$ cat src/rtl/data_mem_pkg.sv
// Shared definitions for the data memory arbiter: width defaults and FSM states.
// The CLEAR state exists only when DMEM_ARB_CLEAR_EN is defined.
package data_mem_pkg;

    localparam int unsigned NB_DATA_DEF = 32;
    localparam int unsigned NB_ADDR_DEF = 8;

    typedef enum logic [2:0] {
        ST_IDLE  = 3'd0,
        ST_ISSUE = 3'd1,
        ST_WAIT  = 3'd2,
        ST_HOLD  = 3'd3
`ifdef DMEM_ARB_CLEAR_EN
        ,
        ST_CLEAR = 3'd4
`endif
    } arb_state_e;

endpackage : data_mem_pkg

$ cat src/rtl/mem_addr_counter.sv
// Address counter for dump/clear walks: synchronous load-to-zero, increment
// enable, and a flag raised on the last address. Wraps to zero naturally.
module mem_addr_counter
    import data_mem_pkg::*;
#(
    parameter int unsigned NB_ADDR = NB_ADDR_DEF
) (
    input  logic               clk,
    input  logic               i_rst_n,
    input  logic               i_load_zero,
    input  logic               i_inc,
    output logic [NB_ADDR-1:0] o_count,
    output logic               o_last
);

    logic [NB_ADDR-1:0] count_q;
    logic [NB_ADDR-1:0] count_d;

    // Next count: load has priority over increment.
    always_comb begin
        count_d = count_q;
        if (i_load_zero) begin
            count_d = '0;
        end else if (i_inc) begin
            count_d = count_q + 1'b1;
        end
    end

    // Count register.
    always_ff @(posedge clk or negedge i_rst_n) begin
        if (!i_rst_n) begin
            count_q <= '0;
        end else begin
            count_q <= count_d;
        end
    end

    assign o_count = count_q;
    assign o_last  = &count_q;

endmodule : mem_addr_counter

$ cat src/rtl/data_mem_arbiter.sv
// Arbitrates a single-port RAM between the CPU pipeline (absolute priority)
// and a debug dump engine that walks every address. Optional compile-time
// macro DMEM_ARB_CLEAR_EN adds a zero-fill sequence (i_clear_start/o_clear_busy).
module data_mem_arbiter
    import data_mem_pkg::*;
#(
    parameter int unsigned NB_DATA = NB_DATA_DEF,
    parameter int unsigned NB_ADDR = NB_ADDR_DEF
) (
    input  logic               clk,
    input  logic               i_rst_n,
    // pipeline port
    input  logic               i_pipe_req,
    input  logic               i_pipe_we,
    input  logic [NB_ADDR-1:0] i_pipe_addr,
    input  logic [NB_DATA-1:0] i_pipe_wdata,
    output logic [NB_DATA-1:0] o_pipe_rdata,
    // debug dump port
    input  logic               i_dump_start,
    output logic               o_dump_busy,
    output logic               o_dump_valid,
    input  logic               i_dump_ready,
    output logic [NB_ADDR-1:0] o_dump_addr,
    output logic [NB_DATA-1:0] o_dump_data,
    output logic               o_dump_done,
`ifdef DMEM_ARB_CLEAR_EN
    input  logic               i_clear_start,
    output logic               o_clear_busy,
`endif
    // RAM port
    output logic               o_ram_we,
    output logic [NB_ADDR-1:0] o_ram_addr,
    output logic [NB_DATA-1:0] o_ram_wdata,
    input  logic [NB_DATA-1:0] i_ram_rdata
);

    arb_state_e         state_q, state_d;
    logic [NB_ADDR-1:0] dump_addr_q, dump_addr_d;
    logic [NB_DATA-1:0] dump_data_q, dump_data_d;
    logic               done_q, done_d;
    logic               cnt_load, cnt_inc, cnt_last;
    logic [NB_ADDR-1:0] cnt;

    mem_addr_counter #(
        .NB_ADDR (NB_ADDR)
    ) u_addr_cnt (
        .clk         (clk),
        .i_rst_n     (i_rst_n),
        .i_load_zero (cnt_load),
        .i_inc       (cnt_inc),
        .o_count     (cnt),
        .o_last      (cnt_last)
    );

    // Next-state, counter control and dump word capture.
    always_comb begin
        state_d     = state_q;
        dump_addr_d = dump_addr_q;
        dump_data_d = dump_data_q;
        done_d      = 1'b0;
        cnt_load    = 1'b0;
        cnt_inc     = 1'b0;
        case (state_q)
            ST_IDLE: begin
                if (i_dump_start) begin
                    state_d  = ST_ISSUE;
                    cnt_load = 1'b1;
                end
`ifdef DMEM_ARB_CLEAR_EN
                else if (i_clear_start) begin
                    state_d  = ST_CLEAR;
                    cnt_load = 1'b1;
                end
`endif
            end
            ST_ISSUE: begin
                if (!i_pipe_req) begin
                    state_d = ST_WAIT;
                end
            end
            ST_WAIT: begin
                dump_data_d = i_ram_rdata;
                dump_addr_d = cnt;
                state_d     = ST_HOLD;
            end
            ST_HOLD: begin
                if (i_dump_ready) begin
                    cnt_inc = 1'b1;
                    if (cnt_last) begin
                        state_d = ST_IDLE;
                        done_d  = 1'b1;
                    end else begin
                        state_d = ST_ISSUE;
                    end
                end
            end
`ifdef DMEM_ARB_CLEAR_EN
            ST_CLEAR: begin
                if (!i_pipe_req) begin
                    cnt_inc = 1'b1;
                    if (cnt_last) begin
                        state_d = ST_IDLE;
                        done_d  = 1'b1;
                    end
                end
            end
`endif
            default: state_d = ST_IDLE;
        endcase
    end

    // State and dump output registers.
    always_ff @(posedge clk or negedge i_rst_n) begin
        if (!i_rst_n) begin
            state_q     <= ST_IDLE;
            dump_addr_q <= '0;
            dump_data_q <= '0;
            done_q      <= 1'b0;
        end else begin
            state_q     <= state_d;
            dump_addr_q <= dump_addr_d;
            dump_data_q <= dump_data_d;
            done_q      <= done_d;
        end
    end

    // RAM port mux: pipeline first, then the engine's own slot.
    always_comb begin
        o_ram_we    = 1'b0;
        o_ram_addr  = i_pipe_addr;
        o_ram_wdata = i_pipe_wdata;
        if (i_pipe_req) begin
            o_ram_we = i_pipe_we;
        end else if (state_q == ST_ISSUE) begin
            o_ram_addr = cnt;
        end
`ifdef DMEM_ARB_CLEAR_EN
        else if (state_q == ST_CLEAR) begin
            o_ram_we    = 1'b1;
            o_ram_addr  = cnt;
            o_ram_wdata = '0;
        end
`endif
    end

    assign o_pipe_rdata = i_ram_rdata;
    assign o_dump_busy  = (state_q == ST_ISSUE) || (state_q == ST_WAIT) || (state_q == ST_HOLD);
    assign o_dump_valid = (state_q == ST_HOLD);
    assign o_dump_addr  = dump_addr_q;
    assign o_dump_data  = dump_data_q;
    assign o_dump_done  = done_q;
`ifdef DMEM_ARB_CLEAR_EN
    assign o_clear_busy = (state_q == ST_CLEAR);
`endif

endmodule : data_mem_arbiter

$ cat config.mk
export PLATFORM = sky130hd
export DESIGN_NAME = data_mem_arbiter
export DESIGN_NICKNAME = d
export VERILOG_FILES = /design/src/rtl/data_mem_pkg.sv /design/src/rtl/mem_addr_counter.sv /design/src/rtl/data_mem_arbiter.sv
export SDC_FILE = /design/constraint.sdc
export NUM_CORES = 1
export LEC_CHECK = 0
export BUFFER_PORTS_ARGS = -buffer_cell sky130_fd_sc_hd__buf_2
export CAP_MARGIN = 15
export CORE_AREA = 2 2 81 83
export CTS_BUF_LIST = sky130_fd_sc_hd__clkbuf_8
export DETAILED_ROUTE_END_ITERATION = 6
export DIE_AREA = 0 0 83 85
export GPL_ROUTABILITY_DRIVEN = 1
export HOLD_SLACK_MARGIN = 0.05
export PLACE_DENSITY = 0.89
export SYNTH_ARGS = -nofsm -noshare
export SYNTH_HDL_FRONTEND = slang
export SYNTH_SLANG_ARGS = --single-unit
$ cat constraint.sdc
create_clock -name clk -period 4.1 [get_ports clk]
set_input_delay 0.82 -clock clk [delete_from_list [all_inputs] [get_ports clk]]
set_output_delay 0.82 -clock clk [all_outputs]
set_load 0.02 [all_outputs]
# == Word level (Yosys, flattened, before mapping) ==
# Cells that the tools add are included.
# totals
ff_bits,52
input_bits,78
elab_cells,35
# op_classes
n_addsub,1
eq_ne,6
n_mux,17
reduce_logical,6
# ops
op,count
$mux W8,4
$pmux W3 S4,1
$mux W1,9
$mux W3,3
$add A8 B1 Y8 const B,1
$reduce_and A8 Y1,1
$eq A3 B2 Y1 const B,2
$ne A2 B2 Y1 const B,2
$eq A3 B1 Y1 const B,1
$logic_not A3 Y1,1
$reduce_and A3 Y1,1
$logic_or A1 B1 Y1,2
$ne A2 B1 Y1 const B,1
$reduce_bool A2 Y1,1

# == Logic depth before layout (Yosys ltp) ==
# Gate-level depths: netlist of run 1.
# logic_depth
ltp_word,4
mapped_depth,6
depth_no_buf,5

# == Hierarchy ==
# From an unflattened synthesis of run 1, not the netlist that was laid out.
# hier_totals
cells_unflattened,221
area_unflattened_um2,2685.1
# by_module_without_submodules
mod,n_inst,cells_each,area_each_um2,seq_area_each_um2
data_mem_arbiter,1,182,2288.4,1076.0
mem_addr_counter,1,39,396.6,200.2

# == Least setup slack after synthesis of run 1 ==
# OpenSTA, ideal clock, no wires.
# synth_path
path_kind,in2out
from,in i_pipe_req
to,out o_ram_addr[2]
t_arrival_ns,1.531
path_slack_ns,1.749
stages,3
path_buffers,1
cell_sequence,nand2b_1 > buf_2 > mux2_1
# synth_via
elab_chain_cells,1
# synth_rtl
item,line_no,text
from (decl),data_mem_arbiter.sv:13,"input logic i_pipe_req,"
$mux W8,data_mem_arbiter.sv:132,if (i_pipe_req) begin
to (decl),data_mem_arbiter.sv:32,"output logic [NB_ADDR-1:0] o_ram_addr,"
# Every way passes these cells.

# == Final worst setup path of run 1 ==
# layout_path
from,reg state_q[1]
to,out o_ram_addr[1]
# layout_via
elab_chain_cells,3
# layout_rtl
item,line_no,text
from (decl),data_mem_arbiter.sv:37,"arb_state_e state_q, state_d;"
from (signal assigned),data_mem_arbiter.sv:120,state_q <= state_d;
$eq A3 B1 Y1,data_mem_arbiter.sv:134,end else if (state_q == ST_ISSUE) begin
$mux W8,data_mem_arbiter.sv:134,
$mux W8,data_mem_arbiter.sv:132,
# Every way passes these cells.

==> metrics.txt, run 1 <==
status completed; met2 wire length roughly 2500 µm; post-route ant nets 0; DP Wirelength ~3800 µm; CP Launch Point state_q[1]$_DFFE_PN0P_; crit path DAT around 1.9 ns; hold path depth 1; GRT Total Usage 14.3%; Die Span X between 80 and 90 µm; Synth Net Count around 300; clock slew at reported path FFs roughly 0.090 ns; Overflow after GRT 0; row cnt 29; hold crit path type flip-flop to flip-flop; Worst Setup EP o_ram_addr[1]; count of cell types in the netlist 27; Antenna Cells 0; number of I/O port buffers between 100 and 150; pin count of the biggest net entering global routing 52; Max-cap violations 0; Tmin final about 2.7 ns; Num Clock Sinks a little over 50; vias per inst 4.84; Post-route DRC 0; Placed Instances ~360; Worst EP required about 3.3 ns; Setup crit end kind output port; CTS Root Cell clkbuf_8; critical path fanouts, max 11; drt initial violations 23; R2R Path Start state_q[0]$_DFFE_PN0P_; worst-margin pin slew between 0.9 and 1 ns; Hold-fix buffers, CTS 0; Max transition margin 37.3%; startpoint types flip-flop; sequential area share after synthesis 47.8%; Routed WL per cell about 13 µm; Final TNS setup 0 ns; Initial Util 43.0%; Cell Area, Synth ~2700 µm²; RSZ-0062 raised after global routing false; # nets final approximately 380; fin cells between 300 and 400; Synth Warn # 0; worst skew pair latency between 0.2 and 0.3 ns; final-report max-slew violation count 0; H-tree levels 2; Die ar. between 7000 and 8000 µm²; fmax around 370 MHz; Fin. Hold Viols 0; number of global-route vias before repair 1746; post-CTS resize count 0; Worst R2R End o_dump_data[10]$_DFFE_PN0P_; critical path class flip-flop to output port; Synth-to-Final Area Change 13.3%; Final Core Density 48.7%; Cells after Synth approximately 230; Total Routed Length between 4000 and 5000 µm; Top Ports just under 200; Metal-1 WL about 2100 µm; PnR Total Power 2170 µW; # fillers roughly 550; worst vdd ir 0.538 mV; Power per Cell Area 718 nW/µm²; first-pass GRT wire length 8290 µm; RD Place Congestion ~0.7; R2R cell count 3; layout cells sized above 1 around 63%; leakage power between 0.0015 and 0.002 µW; postcts setup bufs 0; internal reg-to-reg setup slack 2.19 ns; CTS tree built; Avg Inst Size Synth approximately 12 µm²; final number of setup-violating endpoints 0; area of the multi-input gates ~860 µm²; final hold slack around 0.50 ns; Layout Skew around 0.0073 ns; core area 6200 µm²; initial antenna violation count 0; Seq cells post-synth a little over 50; total number of vias roughly 1.8k; Max Used Layer met4; FF/Latch Area between 1000 and 1500 µm²; Tcrit/Tclk final between 60 and 70%; CTS buffer count 5; clock tree buffer depth 2; chip height between 80 and 90 µm; Met3 Wirelength ~430 µm; Pre-antenna DRT Iters 4
-- metal layers --
layer | GRT usage (%) | vias up
li1 | - | 837
met5 | 0 | -
met3 | 4.38 | 16
met1 | 17.7 | 841
met4 | 4.77 | 0
met2 | 24.0 | 97
-- cells by family after synthesis --
kind of cell / Yosys count / share of synthesized area (%)
muxes: 46 / 19.4
adders and majority gates: 5 / 2.34
xor gates and xnor gates: 2 / 0.656
and+or+nand+nor: 25 / 5.34
AOI/OAI and AO/OA: 18 / 4.22
DFF: 51 / 47.8
buffers and inverters: 78 / 20.2
-- stage by stage --
stage,worst slack [ns],area (µm²)
after detailed placement,1.37,2900
after CTS,1.33,3000
final,1.38,3020
after global placement,1.39,2900
after global routing,1.24,3020
after floorplan,1.75,2670
-- flip-flops by register name, indices dropped and copies added, names as in the netlist --
signal / cells
o_dump_addr: 8
state_q: 2
o_dump_data: 32
o_dump_done: 1
u_addr_cnt.o_count: 8
-- cell usage after synthesis --
master	count	share of area [%]
nor3_1	1	0.19
a2111oi_0	1	0.33
or3_1	3	0.70
o31ai_1	2	0.56
nand4_1	1	0.23
ha_1	5	2.3
a221oi_2	1	0.56
nand2b_1	1	0.23
inv_1	6	0.84
or4_1	2	0.56
nand4_2	2	0.94
dfrtp_1	51	48
mux2_1	3	1.3
nand2_1	6	0.84
o21ai_0	4	0.75
a2bb2oi_1	1	0.33
xnor2_1	1	0.33
nor2_1	3	0.42
mux2_2	43	18
buf_4	64	18
buf_2	6	1.1
xor2_1	1	0.33
o21ai_1	3	0.56
nand3_1	4	0.75
and2_1	2	0.47
a21oi_1	6	1.1
inv_2	2	0.28
-- critical path: stages (launching register included) --
cell,delay [ns]
dfrtp_1,0.40
inv_1,0.09
ha_1,0.19
nand2b_1,0.38
mux2_2,0.39
buf_2,0.16
-- final cells by class --
type | instances | share of cell area (%)
flip-flops and latches | 51 | 42.2
repair buffers | 130 | 22.0
multi-input cells | 96 | 28.3
inverters | 8 | 0.993
well taps | 77 | 3.19
clock inverters | 1 | 0.124
clock buffers | 7 | 3.19
-- worst min-delay path by stage --
stage	end	slack, ns	from
6_report	o_dump_addr[6]$_DFFE_PN0P_	0.50	o_dump_addr[6]$_DFFE_PN0P_
5_1_grt	o_dump_addr[1]$_DFFE_PN0P_	0.53	o_dump_addr[1]$_DFFE_PN0P_
4_1_cts	o_dump_data[18]$_DFFE_PN0P_	0.51	o_dump_data[18]$_DFFE_PN0P_
3_5_place_dp	o_dump_data[18]$_DFFE_PN0P_	0.49	o_dump_data[18]$_DFFE_PN0P_
3_3_place_gp	o_dump_data[12]$_DFFE_PN0P_	0.48	o_dump_data[12]$_DFFE_PN0P_
2_1_floorplan	state_q[1]$_DFFE_PN0P_	0.51	state_q[1]$_DFFE_PN0P_
-- layout by cell type, fill, tap and decap left out --
master	netlist	layout
buf_12	0	1
a221oi_2	1	1
a2bb2oi_1	1	1
o21ai_0	4	4
ha_1	5	4
xnor2_1	1	1
mux2_2	43	43
ha_2	0	1
a21oi_1	6	6
inv_2	2	2
nand4_2	2	2
inv_1	6	7
nand2b_1	1	1
xor2_1	1	1
dfrtp_1	51	51
nand2_1	6	6
buf_2	6	129
or4_1	2	2
and2_1	2	2
clkbuf_8	0	7
o31ai_1	2	2
nand4_1	1	1
nor3_1	1	1
o21ai_1	3	3
mux2_1	3	3
nor2_1	3	3
a2111oi_0	1	1
or3_1	3	3
nand3_1	4	4
-- report_power, final --
| part | total (µW) | leakage, µW | internal [µW] | switching [µW] |
|---|---|---|---|---|
| sequential | 819 | 0.000631 | 707 | 112 |
| clock | 300 | 0.0000557 | 152 | 148 |
| combinational | 1050 | 0.000867 | 455 | 598 |
| total | 2170 | 0.00155 | 1310 | 858 |
(Power assumes the default switching activity.)
==> run 2, diff against run 1 <==
--- a/config.mk
+++ b/config.mk
@@ -7,13 +7,13 @@
 export LEC_CHECK = 0
 export BUFFER_PORTS_ARGS = -buffer_cell sky130_fd_sc_hd__buf_2
 export CAP_MARGIN = 15
-export CORE_AREA = 2 2 81 83
+export CORE_AREA = 2 2 83 85
 export CTS_BUF_LIST = sky130_fd_sc_hd__clkbuf_8
 export DETAILED_ROUTE_END_ITERATION = 6
-export DIE_AREA = 0 0 83 85
+export DIE_AREA = 0 0 85 87
 export GPL_ROUTABILITY_DRIVEN = 1
 export HOLD_SLACK_MARGIN = 0.05
-export PLACE_DENSITY = 0.89
+export PLACE_DENSITY = 0.85
 export SYNTH_ARGS = -nofsm -noshare
 export SYNTH_HDL_FRONTEND = slang
 export SYNTH_SLANG_ARGS = --single-unit
==> constraint.sdc (replaced) <==
create_clock -name clk -period 2.6 [get_ports clk]
set_input_delay 0.52 -clock clk [delete_from_list [all_inputs] [get_ports clk]]
set_output_delay 0.52 -clock clk [all_outputs]
set_load 0.02 [all_outputs]
==> run 2 against run 1 <==
Net effect: cell count up 1.4%; count of clock-buffer cells in the layout did not move; worst hold slack got worse by 0.18 ns; critical endpoint is now o_ram_addr[4].
==> metrics.txt, run 2 (synthesis results as in run 1) <==
hold crit path type input port to async pin; worst-margin pin slew 0.636 ns; sequential share of power 37.3%; Worst R2R End u_addr_cnt.o_count[7]$_DFFE_PN0P_; vias per inst ~4.8; slowest stage cell, crit path dfrtp_1; internal cell power 2080 µW; Largest delay share family, worst path flip-flops; critical-path cell list inv_1 -> ha_1 -> nand2b_1 -> mux2_2 -> buf_2; CP bufs+invs 2; Max-cap violations 0; Setup crit end kind output port; worst vdd ir between 0.5 and 0.6 mV; clock slew at reported path FFs approximately 0.090 ns; Initial Util just over 40%; commonest non-fill, non-tap cells in the layout buf_2 (129), dfrtp_1 (51), mux2_2 (43); final number of setup-violating endpoints 0; Die Span X around 85 µm; number of global-route vias before repair roughly 1.7k; final-report max-slew violation count 0; Placed Instances about 370; # nets final between 300 and 400; worst skew pair latency 0.30 ns; post-route ant nets 0; clock tree buffer depth 2; Overflow after GRT 0; internal reg-to-reg setup slack 0.92 ns; total number of vias approximately 1.8k; fin cells around 380; R2R cell count 4; post-route cell area around 3000 µm²; Fin. Hold Viols 0; postcts setup bufs 0; row cnt 30; H-tree levels 2; CTS Root Cell clkbuf_8; Hold-fix buffers, CTS 0; final hold slack 0.325 ns; # fillers ~630; pin count of the biggest net entering global routing between 50 and 60; critical path class flip-flop to output port; Routed WL per cell 14.0 µm; leakage power about 0.0016 µW; R2R Path Start state_q[0]$_DFFE_PN0P_; Max transition margin 57.6%; switch share 39.7%; core area roughly 6600 µm²; Largest register FFs 32; Tcrit/Tclk final slightly above 90%; critical path fanouts, max 11; CP max stage delay about 0.39 ns; DP Wirelength between 4000 and 5000 µm; Net Sw Power 1370 µW; number of I/O port buffers 129; Top Ports just under 200; Die ar. 7400 µm²; Logic pwr share roughly half; CTS tree built; Tmin final approximately 2.4 ns; GRT Total Usage 13.4%; Post-route DRC 0; pre-CTS setup slack about 0.52 ns; Final TNS setup 0 ns; startpoint types flip-flop; Synth-to-Final Area Change 13.5%; min setup slack post-route about 0.22 ns; Clock power frac roughly 14%; Antenna Cells 0; commonest non-fill, non-tap cell in the layout buf_2; post-CTS resize count 0; CTS buffer count 5; Worst EP required 2.08 ns; layout cells sized above 1 ~64%; Pre-antenna DRT Iters 4; Placed Area between 2000 and 3000 µm²; initial antenna violation count 0; first-pass GRT wire length 7910 µm; Num Clock Sinks 51; chip height around 87 µm; fmax about 420 MHz; status completed; crit path DAT approximately 1.9 ns; RSZ-0062 raised after global routing false; RD Place Congestion between 0.7 and 0.8; Power per Cell Area ~1100 nW/µm²; Total Routed Length about 5200 µm; Layout Skew 0.00648 ns; drt initial violations between 60 and 70
run 2: changes by cell type in the layout (fill, tap and decap cells not counted):
cell,change
buf_12,-1
buf_4,+3
run 2: cell type report:
cell class / count / area, µm² / area share (%)
timing repair buffer: 132 / 668 / 22.0
multi-input combinational: 96 / 856 / 28.2
clock buffer: 7 / 96.3 / 3.18
clock inverter: 1 / 3.75 / 0.124
inverter: 8 / 30.0 / 0.991
sequential: 51 / 1280 / 42.1
tap: 80 / 100 / 3.30
run 2: worst max path at each step:
stage / from / to / depth (start not counted)
2_1_floorplan: state_q[1]$_DFFE_PN0P_ / o_ram_addr[2] / 5
3_3_place_gp: i_pipe_req / o_ram_addr[5] / 4
3_5_place_dp: i_pipe_req / o_ram_addr[1] / 4
4_1_cts: state_q[1]$_DFFE_PN0P_ / o_ram_addr[1] / 5
5_1_grt: state_q[1]$_DFFE_PN0P_ / o_ram_addr[1] / 5
6_report: state_q[1]$_DFFE_PN0P_ / o_ram_addr[4] / 5
run 2: power groups by stage:
stage / combinational (µW) / sequential (µW) / clock [µW]
5_1_grt: 1810 / 1330 / 551
3_3_place_gp: 1660 / 1280 / 0
4_1_cts: 1700 / 1290 / 510
6_report: 1680 / 1290 / 488
3_5_place_dp: 1700 / 1310 / 0
2_1_floorplan: 919 / 1640 / 0
run 2: worst reg2reg max path, delay by kind of cell, from the launching register on:
family,cells,cell delay [ns]
AO/OA/AOI/OAI,1,0.17
flip-flops,1,0.41
adder cells (fa/ha/maj),1,0.38
AND/OR/NAND/NOR,2,0.65
run 2: stage by stage:
step / utilization, % / total power [µW]
2_1_floorplan: - / 2560
3_3_place_gp: 44.6 / 2940
3_5_place_dp: 44.6 / 3010
4_1_cts: 46.1 / 3500
5_1_grt: 46.1 / 3690
6_report: 46.1 / 3450
run 2: layer usage:
metal	vias up	part of all wire, %	track usage (%)	wire length (µm)
met5	-	0	0	0
met4	0	1.2	4.91	62
met3	14	8.5	3.98	445
met2	96	51	22.6	2650
met1	865	40	16.2	2080
li1	837	-	-	-
